==> config.mk <==
export PLATFORM = sky130hd
export DESIGN_NAME = ext_tag_allocator
export DESIGN_NICKNAME = d
export VERILOG_FILES = /design/src/rtl/ext_tag_allocator_pkg.sv /design/src/rtl/ext_tag_allocator_tag_free_encoder.sv /design/src/rtl/ext_tag_allocator.sv
export SDC_FILE = /design/constraint.sdc
export NUM_CORES = 1
export LEC_CHECK = 0
export BUFFER_PORTS_ARGS = -buffer_cell sky130_fd_sc_hd__buf_2
export CORE_MARGIN = 2
export CORE_UTILIZATION = 39
export CTS_BUF_LIST = sky130_fd_sc_hd__clkbuf_4
export DETAILED_ROUTE_END_ITERATION = 16
export GPL_TIMING_DRIVEN = 1
export SYNTH_ARGS = -nofsm -noshare
export SYNTH_HDL_FRONTEND = slang
export SYNTH_HIERARCHICAL = 1
export SYNTH_SLANG_ARGS = --single-unit
==> constraint.sdc <==
create_clock -name CLK -period 4.23 [get_ports CLK]
set_input_delay 0.2115 -clock CLK [delete_from_list [all_inputs] [get_ports CLK]]
set_output_delay 0.2115 -clock CLK [all_outputs]
set_load 0.01 [all_outputs]
==> src/rtl/ext_tag_allocator_pkg.sv <==
// Shared tag-width constants for the DMA read path.
// Holds internal (SIG_TAG_W) and external PCIe tag widths side by side.
// Helper converts a tag width into a pool size.
package ext_tag_allocator_pkg;

  // Internal tag width used by the requesters and the completion router.
  localparam int SIG_TAG_W = 6;

  // External PCIe tag width; the pool holds 2**EXT_TAG_W tags.
  localparam int EXT_TAG_W = 5;

  // Number of tags addressable by a tag field of the given width.
  function automatic int tag_pool_size(input int tag_w);
    return 1 << tag_w;
  endfunction

endpackage

==> src/rtl/ext_tag_allocator_tag_free_encoder.sv <==
// Purpose: lowest-index free-tag picker over the inverted busy bitmap.
// Latency: purely combinational, no state.
// Backpressure: none; any_free low means the pool is exhausted.
module tag_free_encoder #(
  parameter int N = 32,
  parameter int W = 5
) (
  input  logic [N-1:0] free_vec,
  output logic [W-1:0] idx,
  output logic         any_free
);

  // Scan from the top down so the last hit, i.e. the lowest set bit, wins.
  always_comb begin
    idx      = '0;
    any_free = 1'b0;
    for (int i = N - 1; i >= 0; i--) begin
      if (free_vec[i]) begin
        idx      = W'(i);
        any_free = 1'b1;
      end
    end
  end

endmodule

==> src/rtl/ext_tag_allocator.sv <==
// Purpose: allocates PCIe external tags, maps them to internal tags, frees on final completion.
// Latency: alloc pulse -> EXT_TAG one cycle later; completion tag -> internal tag one cycle later.
// Backpressure: TAGS_AVAIL low blocks the arbiter; an alloc while full is dropped and flags TAG_ERR.
module ext_tag_allocator
  import ext_tag_allocator_pkg::*;
#(
  parameter int C_TAG_WIDTH     = EXT_TAG_W,
  parameter int C_INT_TAG_WIDTH = SIG_TAG_W
) (
  input  logic                       CLK,
  input  logic                       RST_IN_N,
  input  logic [C_INT_TAG_WIDTH-1:0] INT_TAG,
  input  logic                       INT_TAG_VALID,
  output logic [C_TAG_WIDTH-1:0]     EXT_TAG,
  output logic                       EXT_TAG_VALID,
  input  logic [C_TAG_WIDTH-1:0]     CPL_TAG,
  input  logic                       CPL_TAG_VALID,
  input  logic                       CPL_DONE,
  output logic [C_INT_TAG_WIDTH-1:0] CPL_INT_TAG,
  output logic                       CPL_INT_TAG_VALID,
  output logic                       TAGS_AVAIL,
  output logic [C_TAG_WIDTH:0]       TAGS_OUTSTANDING,
  output logic                       TAG_ERR
);

  localparam int                   POOL     = tag_pool_size(C_TAG_WIDTH);
  localparam int                   CNT_W    = C_TAG_WIDTH + 1;
  localparam logic [CNT_W-1:0]     POOL_CNT = CNT_W'(POOL);
  localparam logic [CNT_W-1:0]     CNT_ONE  = CNT_W'(1);

  // Busy bitmap: bit i set while external tag i is in flight.
  logic [POOL-1:0]            busy_q, busy_d;

  // ext -> int mapping; contents are meaningless for idle tags, so no reset.
  logic [C_INT_TAG_WIDTH-1:0] map_q [POOL];

  logic [C_TAG_WIDTH-1:0]     ext_tag_q, ext_tag_d;
  logic                       ext_tag_vld_q, ext_tag_vld_d;
  logic [C_INT_TAG_WIDTH-1:0] cpl_int_tag_q, cpl_int_tag_d;
  logic                       cpl_int_tag_vld_q, cpl_int_tag_vld_d;
  logic                       tags_avail_q, tags_avail_d;
  logic [CNT_W-1:0]           outstanding_q, outstanding_d;
  logic                       tag_err_q, tag_err_d;

  logic [C_TAG_WIDTH-1:0]     alloc_idx;
  logic                       any_free;
  logic                       alloc_ok;
  logic                       free_req;
  logic                       free_ok;
  logic                       cpl_tag_busy;

  // The encoder only sees the bitmap from the previous edge, so a tag being
  // freed this cycle can never be handed out in the same cycle.
  tag_free_encoder #(
    .N (POOL),
    .W (C_TAG_WIDTH)
  ) u_free_enc (
    .free_vec (~busy_q),
    .idx      (alloc_idx),
    .any_free (any_free)
  );

  assign cpl_tag_busy = busy_q[CPL_TAG];
  assign alloc_ok     = INT_TAG_VALID & any_free;
  assign free_req     = CPL_TAG_VALID & CPL_DONE;
  assign free_ok      = free_req & cpl_tag_busy;

  // Next-state for bitmap, counter, error flag and the two output pipes.
  always_comb begin
    busy_d = busy_q;
    if (free_ok) begin
      busy_d[CPL_TAG] = 1'b0;
    end
    if (alloc_ok) begin
      busy_d[alloc_idx] = 1'b1;
    end

    // Alloc and free together cancel out.
    outstanding_d = outstanding_q;
    case ({alloc_ok, free_ok})
      2'b10:   outstanding_d = outstanding_q + CNT_ONE;
      2'b01:   outstanding_d = outstanding_q - CNT_ONE;
      default: outstanding_d = outstanding_q;
    endcase

    tags_avail_d = (outstanding_d < POOL_CNT);

    // Sticky until reset: alloc with no free tag, or free of an idle tag.
    tag_err_d = tag_err_q
              | (INT_TAG_VALID & ~any_free)
              | (free_req & ~cpl_tag_busy);

    // EXT_TAG holds its last value between pulses.
    ext_tag_vld_d = alloc_ok;
    ext_tag_d     = alloc_ok ? alloc_idx : ext_tag_q;

    // Registered read port; an alloc writing the same entry this cycle is
    // not visible until the following lookup.
    cpl_int_tag_vld_d = CPL_TAG_VALID;
    cpl_int_tag_d     = CPL_TAG_VALID ? map_q[CPL_TAG] : cpl_int_tag_q;
  end

  // State and output registers with synchronous active-low reset.
  always_ff @(posedge CLK) begin
    if (!RST_IN_N) begin
      busy_q            <= '0;
      outstanding_q     <= '0;
      tags_avail_q      <= 1'b1;
      tag_err_q         <= 1'b0;
      ext_tag_q         <= '0;
      ext_tag_vld_q     <= 1'b0;
      cpl_int_tag_q     <= '0;
      cpl_int_tag_vld_q <= 1'b0;
    end else begin
      busy_q            <= busy_d;
      outstanding_q     <= outstanding_d;
      tags_avail_q      <= tags_avail_d;
      tag_err_q         <= tag_err_d;
      ext_tag_q         <= ext_tag_d;
      ext_tag_vld_q     <= ext_tag_vld_d;
      cpl_int_tag_q     <= cpl_int_tag_d;
      cpl_int_tag_vld_q <= cpl_int_tag_vld_d;
    end
  end

  // Single write port into the map RAM, driven by allocation.
  always_ff @(posedge CLK) begin
    if (alloc_ok) begin
      map_q[alloc_idx] <= INT_TAG;
    end
  end

  assign EXT_TAG           = ext_tag_q;
  assign EXT_TAG_VALID     = ext_tag_vld_q;
  assign CPL_INT_TAG       = cpl_int_tag_q;
  assign CPL_INT_TAG_VALID = cpl_int_tag_vld_q;
  assign TAGS_AVAIL        = tags_avail_q;
  assign TAGS_OUTSTANDING  = outstanding_q;
  assign TAG_ERR           = tag_err_q;

endmodule

Word-level counts from Yosys, hierarchy flattened
Memory sizes are Yosys's and may differ from the RTL's. A register that Yosys moved wholly into a read port is not among the register bits.
Cells that the tools add are included.
{ "op_classes": {"shift": 0, "n_eq_ne": 2, "magnitude_cmp": 5, "muxes": 75, "addsub": 2, "n_bitwise": 13, "div": 0, "n_reduce_logical": 3, "multipliers": 0} }
{ "op_table": {"columns": ["operator", "n"], "rows": [
  ["5-bit two-way mux", 32],
  ["32-bit two-way mux", 2],
  ["32-bit inverter", 2],
  ["1-bit two-way mux", 37],
  ["32-bit bitwise AND", 1],
  ["32-bit OR", 1],
  ["5-bit by 6-bit < comparator with 1-bit output, second input constant", 2],
  ["6-bit one-hot mux with 2 select lines", 1],
  ["1-bit demux with 5-bit select", 2],
  ["5-bit by 1-bit greater-or-equal comparator with 1-bit output, second input constant", 2],
  ["6-bit by 1-bit adder with 6-bit output, second input constant", 1],
  ["6-bit < comparator, second input constant", 1],
  ["6-bit by 1-bit subtractor with 6-bit output, second input constant", 1],
  ["1-bit bitwise AND", 5],
  ["1-bit binary-select mux with 5-bit select", 1],
  ["2-bit by 1-bit equality test with 1-bit output, second input constant", 1],
  ["2-bit equality test, second input constant", 1],
  ["1-bit logical AND", 2],
  ["1-bit inverter", 2],
  ["1-bit OR", 2],
  ["1-bit logical NOT", 1]
]} }
{ "totals": {"out_inout_bits": 21, "n_memories": 1, "ram_bits": 192, "reg_bits": 47, "elab_cells": 108, "in_bits": 16, "latchBits": 0, "mem_bits_ro": 0} }
{ "memory_table": {"columns": ["name", "depth", "word_bits", "read_ports", "rd_clocked_by_memory_dff", "write_ports", "line_no", "text"], "rows": [
  ["map_q", 32, 6, 1, 1, 1, "ext_tag_allocator.sv:35", "logic [C_INT_TAG_WIDTH-1:0] map_q [POOL];"]
]} }

Depth between registers and ports, before layout
{ "depth": {"word_depth": 39, "mapped_depth": 18, "depth_no_buf": 16} }

Modules after synthesis
Netlist, hierarchy kept.
{ "by_module_without_submodules": {"columns": ["mod", "seq_area_each_um2", "cells_per_inst", "instances", "area_per_inst_um2"], "rows": [
  ["ext_tag_allocator", 6826.5, 693, 1, 10316.1],
  ["tag_free_encoder", 0.0, 65, 1, 370.4]
]} }

Worst setup path after synthesis
OpenSTA, ideal clock, no wires.
{ "synth_path": {"path_type": "reg-to-reg", "startpoint": "register busy_q[20]", "endpoint": "register outstanding_q[4], in the netlist TAGS_OUTSTANDING[4]", "arrival_ns": 3.349, "required_time_ns": 4.115, "n_path_buf": 2, "stages_incl_launch_ff": 18, "setup_ns": 0.115, "path_slack_ns": 0.766, "path_cell_list": "dfxtp_1 -> inv_1 -> or4_4 -> nor3_1 -> nand3b_1 -> and2_1 -> clkbuf_1 -> inv_2 -> ha_1 -> buf_1 -> xor2_1 -> ha_1 -> o21a_1 -> o22a_1 -> a21oi_1 -> xor2_1 -> o21ai_0 -> and2_1"} }
{ "synth_via": {"elab_chain_len": 25} }
{ "synth_lines": {"columns": ["item", "line_no", "text"], "rows": [
  ["start, declared", "ext_tag_allocator.sv:32", "logic [POOL-1:0] busy_q, busy_d;"],
  ["start signal, assigned", "ext_tag_allocator.sv:115", "busy_q <= busy_d;"],
  ["32-bit inverter (*)", "ext_tag_allocator.sv:58", ".free_vec (~busy_q),"],
  ["1-bit two-way mux (*) (21 in series)", "ext_tag_allocator_tag_free_encoder.sv:18", "if (free_vec[i]) begin"],
  ["named net any_free", "ext_tag_allocator.sv:46", "logic any_free;"],
  ["1-bit bitwise AND (*)", "ext_tag_allocator.sv:64", "assign alloc_ok = INT_TAG_VALID & any_free;"],
  ["2-bit by 1-bit equality test with 1-bit output or 2-bit equality test (tied branches)", "ext_tag_allocator.sv:80", "case ({alloc_ok, free_ok})"],
  ["6-bit one-hot mux with 2 select lines (*)", "ext_tag_allocator.sv:80", null],
  ["end signal, assigned", "ext_tag_allocator.sv:116", "outstanding_q <= outstanding_d;"],
  ["end, declared", "ext_tag_allocator.sv:42", "logic [CNT_W-1:0] outstanding_q, outstanding_d;"]
]} }
The timed path passes the listed nets; every way through them passes the cells marked *. The select of a mux whose other input is x is not followed.
A chain may end at the register's enable or synchronous reset.

==> key figures <==
Status
  • Run status: complete, no violations

Yosys
  • Synthesized-area fraction occupied by adder cells: less than 1%
  • Yosys warns: 6
  • Synth Area in XOR/XNOR: 0.410%
  • Mux contribution to synthesized area: between 10% and 20%
  • Unique cell type count in the Yosys netlist: 67
  • Mapped cell area: around 0.011 sq mm
  • Largest family of logic cells by synthesized area: multiplexers
  • Number of flops mapped to enable cells by yosys: between 150 and 200
  • Post-Syn Nets: 779
  • Yosys reg bits: between 200 and 250
  • Mean post-synth cell area: roughly 14 sq um
  • Synth async-reset ratio: 0%
  • Ys flop type: edfxtp_1
  • Simple-gate area share of the yosys netlist: approximately 9.0%
  • Synth Area in Compound Gates: between 7 and 8%
  • Seq/Total Area, Yosys: 63.9%
  • Cell count after synthesis: about 760

Timing
  • Final period util: between 80% and 90%
  • Pins Over Slew Limit: 0
  • Final hold vios: 0
  • RSZ-0062 raised after global routing: false
  • Fin Hold WS: about 0.087 ns
  • Setup TNS: 0 ns
  • Worst-margin pin slew: 0.964 ns
  • Final Critical Period: between 3 and 4 ns
  • Clock Skews: 0.0404 ns
  • FMAX: 286 MHz
  • Max-slew headroom: ~36%
  • Setup-failing EPs final: 0

Critical path
  • Worst setup SP type: flop
  • Crit path capture type: flop
  • Crit. Startpoint: busy_q[24]
  • Critical R2R Launch: busy_q[24]
  • CP Max Fanout: 14
  • Worst path required time: roughly 4.8 ns
  • CP Class: flop to flop
  • Arrival @ worst endpoint: slightly above 4 ns

Floorplan
  • Die area: 0.0287 sq mm
  • Core outline area: approximately 0.027 sq mm
  • Ports: 37
  • Die Height: 170 microns
  • Initial cell density of the core: between 30 and 40%
  • Num rows: 60
  • Die W: 170 microns

CTS
  • Clock Pin Slew Worst Setup and Hold Paths: around 0.070 ns
  • Clk sinks: roughly 250
  • Clock Path Buffers: 3
  • Number of buffers inserted by hold repair at cts: 4
  • CTS H-Tree Depth: 2
  • TritonCTS clock tree: built
  • Setup bufs post-CTS: 0
  • CTS resizes: 0
  • Worst skew pair latency: ~0.67 ns
  • Num CTS Buffers: 59
  • Clock root buffer: clkbuf_4

Routing
  • Drt drc: 0
  • Routed Antenna Nets: 0
  • Final WL: ~25 mm
  • WL/cell: about 21 microns
  • Drt via density: between 5 and 6
  • Via count: approximately 6700
  • Initial DRC count: approximately 630
  • Total iterations of the first detailed-routing run: 5

Finish
  • Area Overhead vs Synth: 12.0%
  • Finished Core Util: between 40% and 50%
  • Final Cell Area: approximately 0.012 sq mm
  • Sequential cell area: a little under 0.007 sq mm
  • Filler cells: about 2400
  • Footprint of the multi-input gates: 0.00334 sq mm
  • Most common cell after layout, fill and taps aside: edfxtp_1
  • Layout cell share with drive strength beyond 1: 23.9%
  • Fin nets: 850
  • Most frequent cells in the layout: edfxtp_1 (192), clkbuf_4 (93), inv_1 (72)
  • Final cell count without fillers: approximately 1200

Global route
  • Global-route wire length before repair: 39.3 mm
  • Initial antenna violation count: 1
  • Vias in the first global route: about 6700
  • Largest net degree at the start of global routing: 59
  • Tot GR Track Use: between 10% and 20%
  • Total grt overflow: 0

Run
  • Max_cap viols: 0

Power and ir drop
  • Comb power frac: ~5.5%
  • Sw Pwr: roughly 1100 uW
  • Power per cell area: slightly above 400 mW/mm^2
  • Switching Share: ~23%
  • Leakage power: roughly 0.0043 uW
  • Clk pwr share: roughly two fifths
  • Sequential power share: approximately 54%
  • Worst IR Drop VDD: 158 uV
  • Cell Int Power: 3770 uW

Hold path
  • Hold Crit Class: input port to flop
  • Hold Crit Start: INT_TAG[0]

Place
  • DP Cell Count: about 1100
  • Number of port buffers: 36
  • GPL Wtd Cong: between 0.9 and 1
  • Placed cell area: roughly 0.011 sq mm
  • Dpl hpwl: 16.3 mm
[through the flow]
stage / total power (uW) / setup WS [ns]
floorplan: 2840 / 0.766
global placement: 2940 / 0.811
detailed placement: 2940 / 0.782
CTS: 4910 / 0.763
global route: 5060 / 0.382
finish: 4870 / 0.731
[power by group through the flow]
stage,Sequential (uW),Clock [uW],Combinational [uW]
after floorplan,2680,0,169
after global placement,2670,0,266
after detailed placement,2670,0,268
after CTS,2620,2020,271
after global routing,2620,2140,293
final,2620,1980,270
[final cells by class]
type	count	share of cell area, %
Sequential cell	245	57.0
Multi-Input combinational cell	398	27.9
Clock buffer	93	5.83
Tap cell	341	3.56
Timing Repair Buffer	51	2.57
Inverter	74	2.32
Clock inverter	18	0.784
Antenna cell	1	0.0209
[cell usage after synthesis, drive strengths merged (3+ instances only)]
library cell	n	area, sq um
edfxtp	192	5770
inv	74	278
nand2	67	251
mux4	55	1240
dfxtp	53	1060
o21ai	45	225
a31oi	38	238
nor2	29	109
buf	24	183
clkbuf	17	63.8
mux2i	16	160
a21oi	13	65.1
nor3	13	76.3
and2	11	68.8
nand3	11	55.1
a21boi	9	67.6
o22ai	8	50.1
nand2b	7	43.8
nor3b	6	56.3
nor4	6	52.6
and3	5	31.3
ha	5	62.6
nand3b	3	22.5
nor4b	3	62.6
o32ai	3	26.3
or3	3	18.8
xor2	3	26.3
[cells by family after synthesis]
family / after synthesis
mux: 72
simple gates: 178
xor+xnor: 5
flops: 245
compound gates: 138
fa+ha+maj: 5
buf+inv: 115
[layer usage]
metal | vias up | global-route usage [%] | routed length (microns)
met5 | - | 0 | 0
met4 | 0 | 7.88 | 875
met3 | 49 | 4.01 | 1790
met2 | 268 | 27.2 | 11300
met1 | 3320 | 25.6 | 11600
li1 | 3082 | - | -
[state kept, by name (all words and copies together), names as in the netlist, named ones only]
register	cells
EXT_TAG_VALID	1
TAGS_AVAIL	1
CPL_INT_TAG_VALID	1
map_q	192
busy_q	32
EXT_TAG	5
TAGS_OUTSTANDING	5
CPL_INT_TAG	6
TAG_ERR	1
[critical path, cell delays in order, from the launching register on]
cell      delay, ns
dfxtp_1        0.35
inv_1          0.08
nor4_1         0.39
nand3_1        0.19
nor3_1         0.34
nand3b_1       0.17
and2_1         0.26
inv_2          0.16
ha_1           0.20
buf_4          0.20
ha_1           0.28
and2_1         0.15
a31oi_1        0.17
a21oi_1        0.08
or3_1          0.34
[path summary, 6_finish.rpt]
path	end	slack [ns]	cells after the start
setup / recovery	flop	0.73	14
hold / removal	map_q[1][0]	0.09	1
setup reg to reg	flop	0.73	14
hold reg to reg	EXT_TAG[1]	0.47	2
Power figures use the tool's default switching activity.
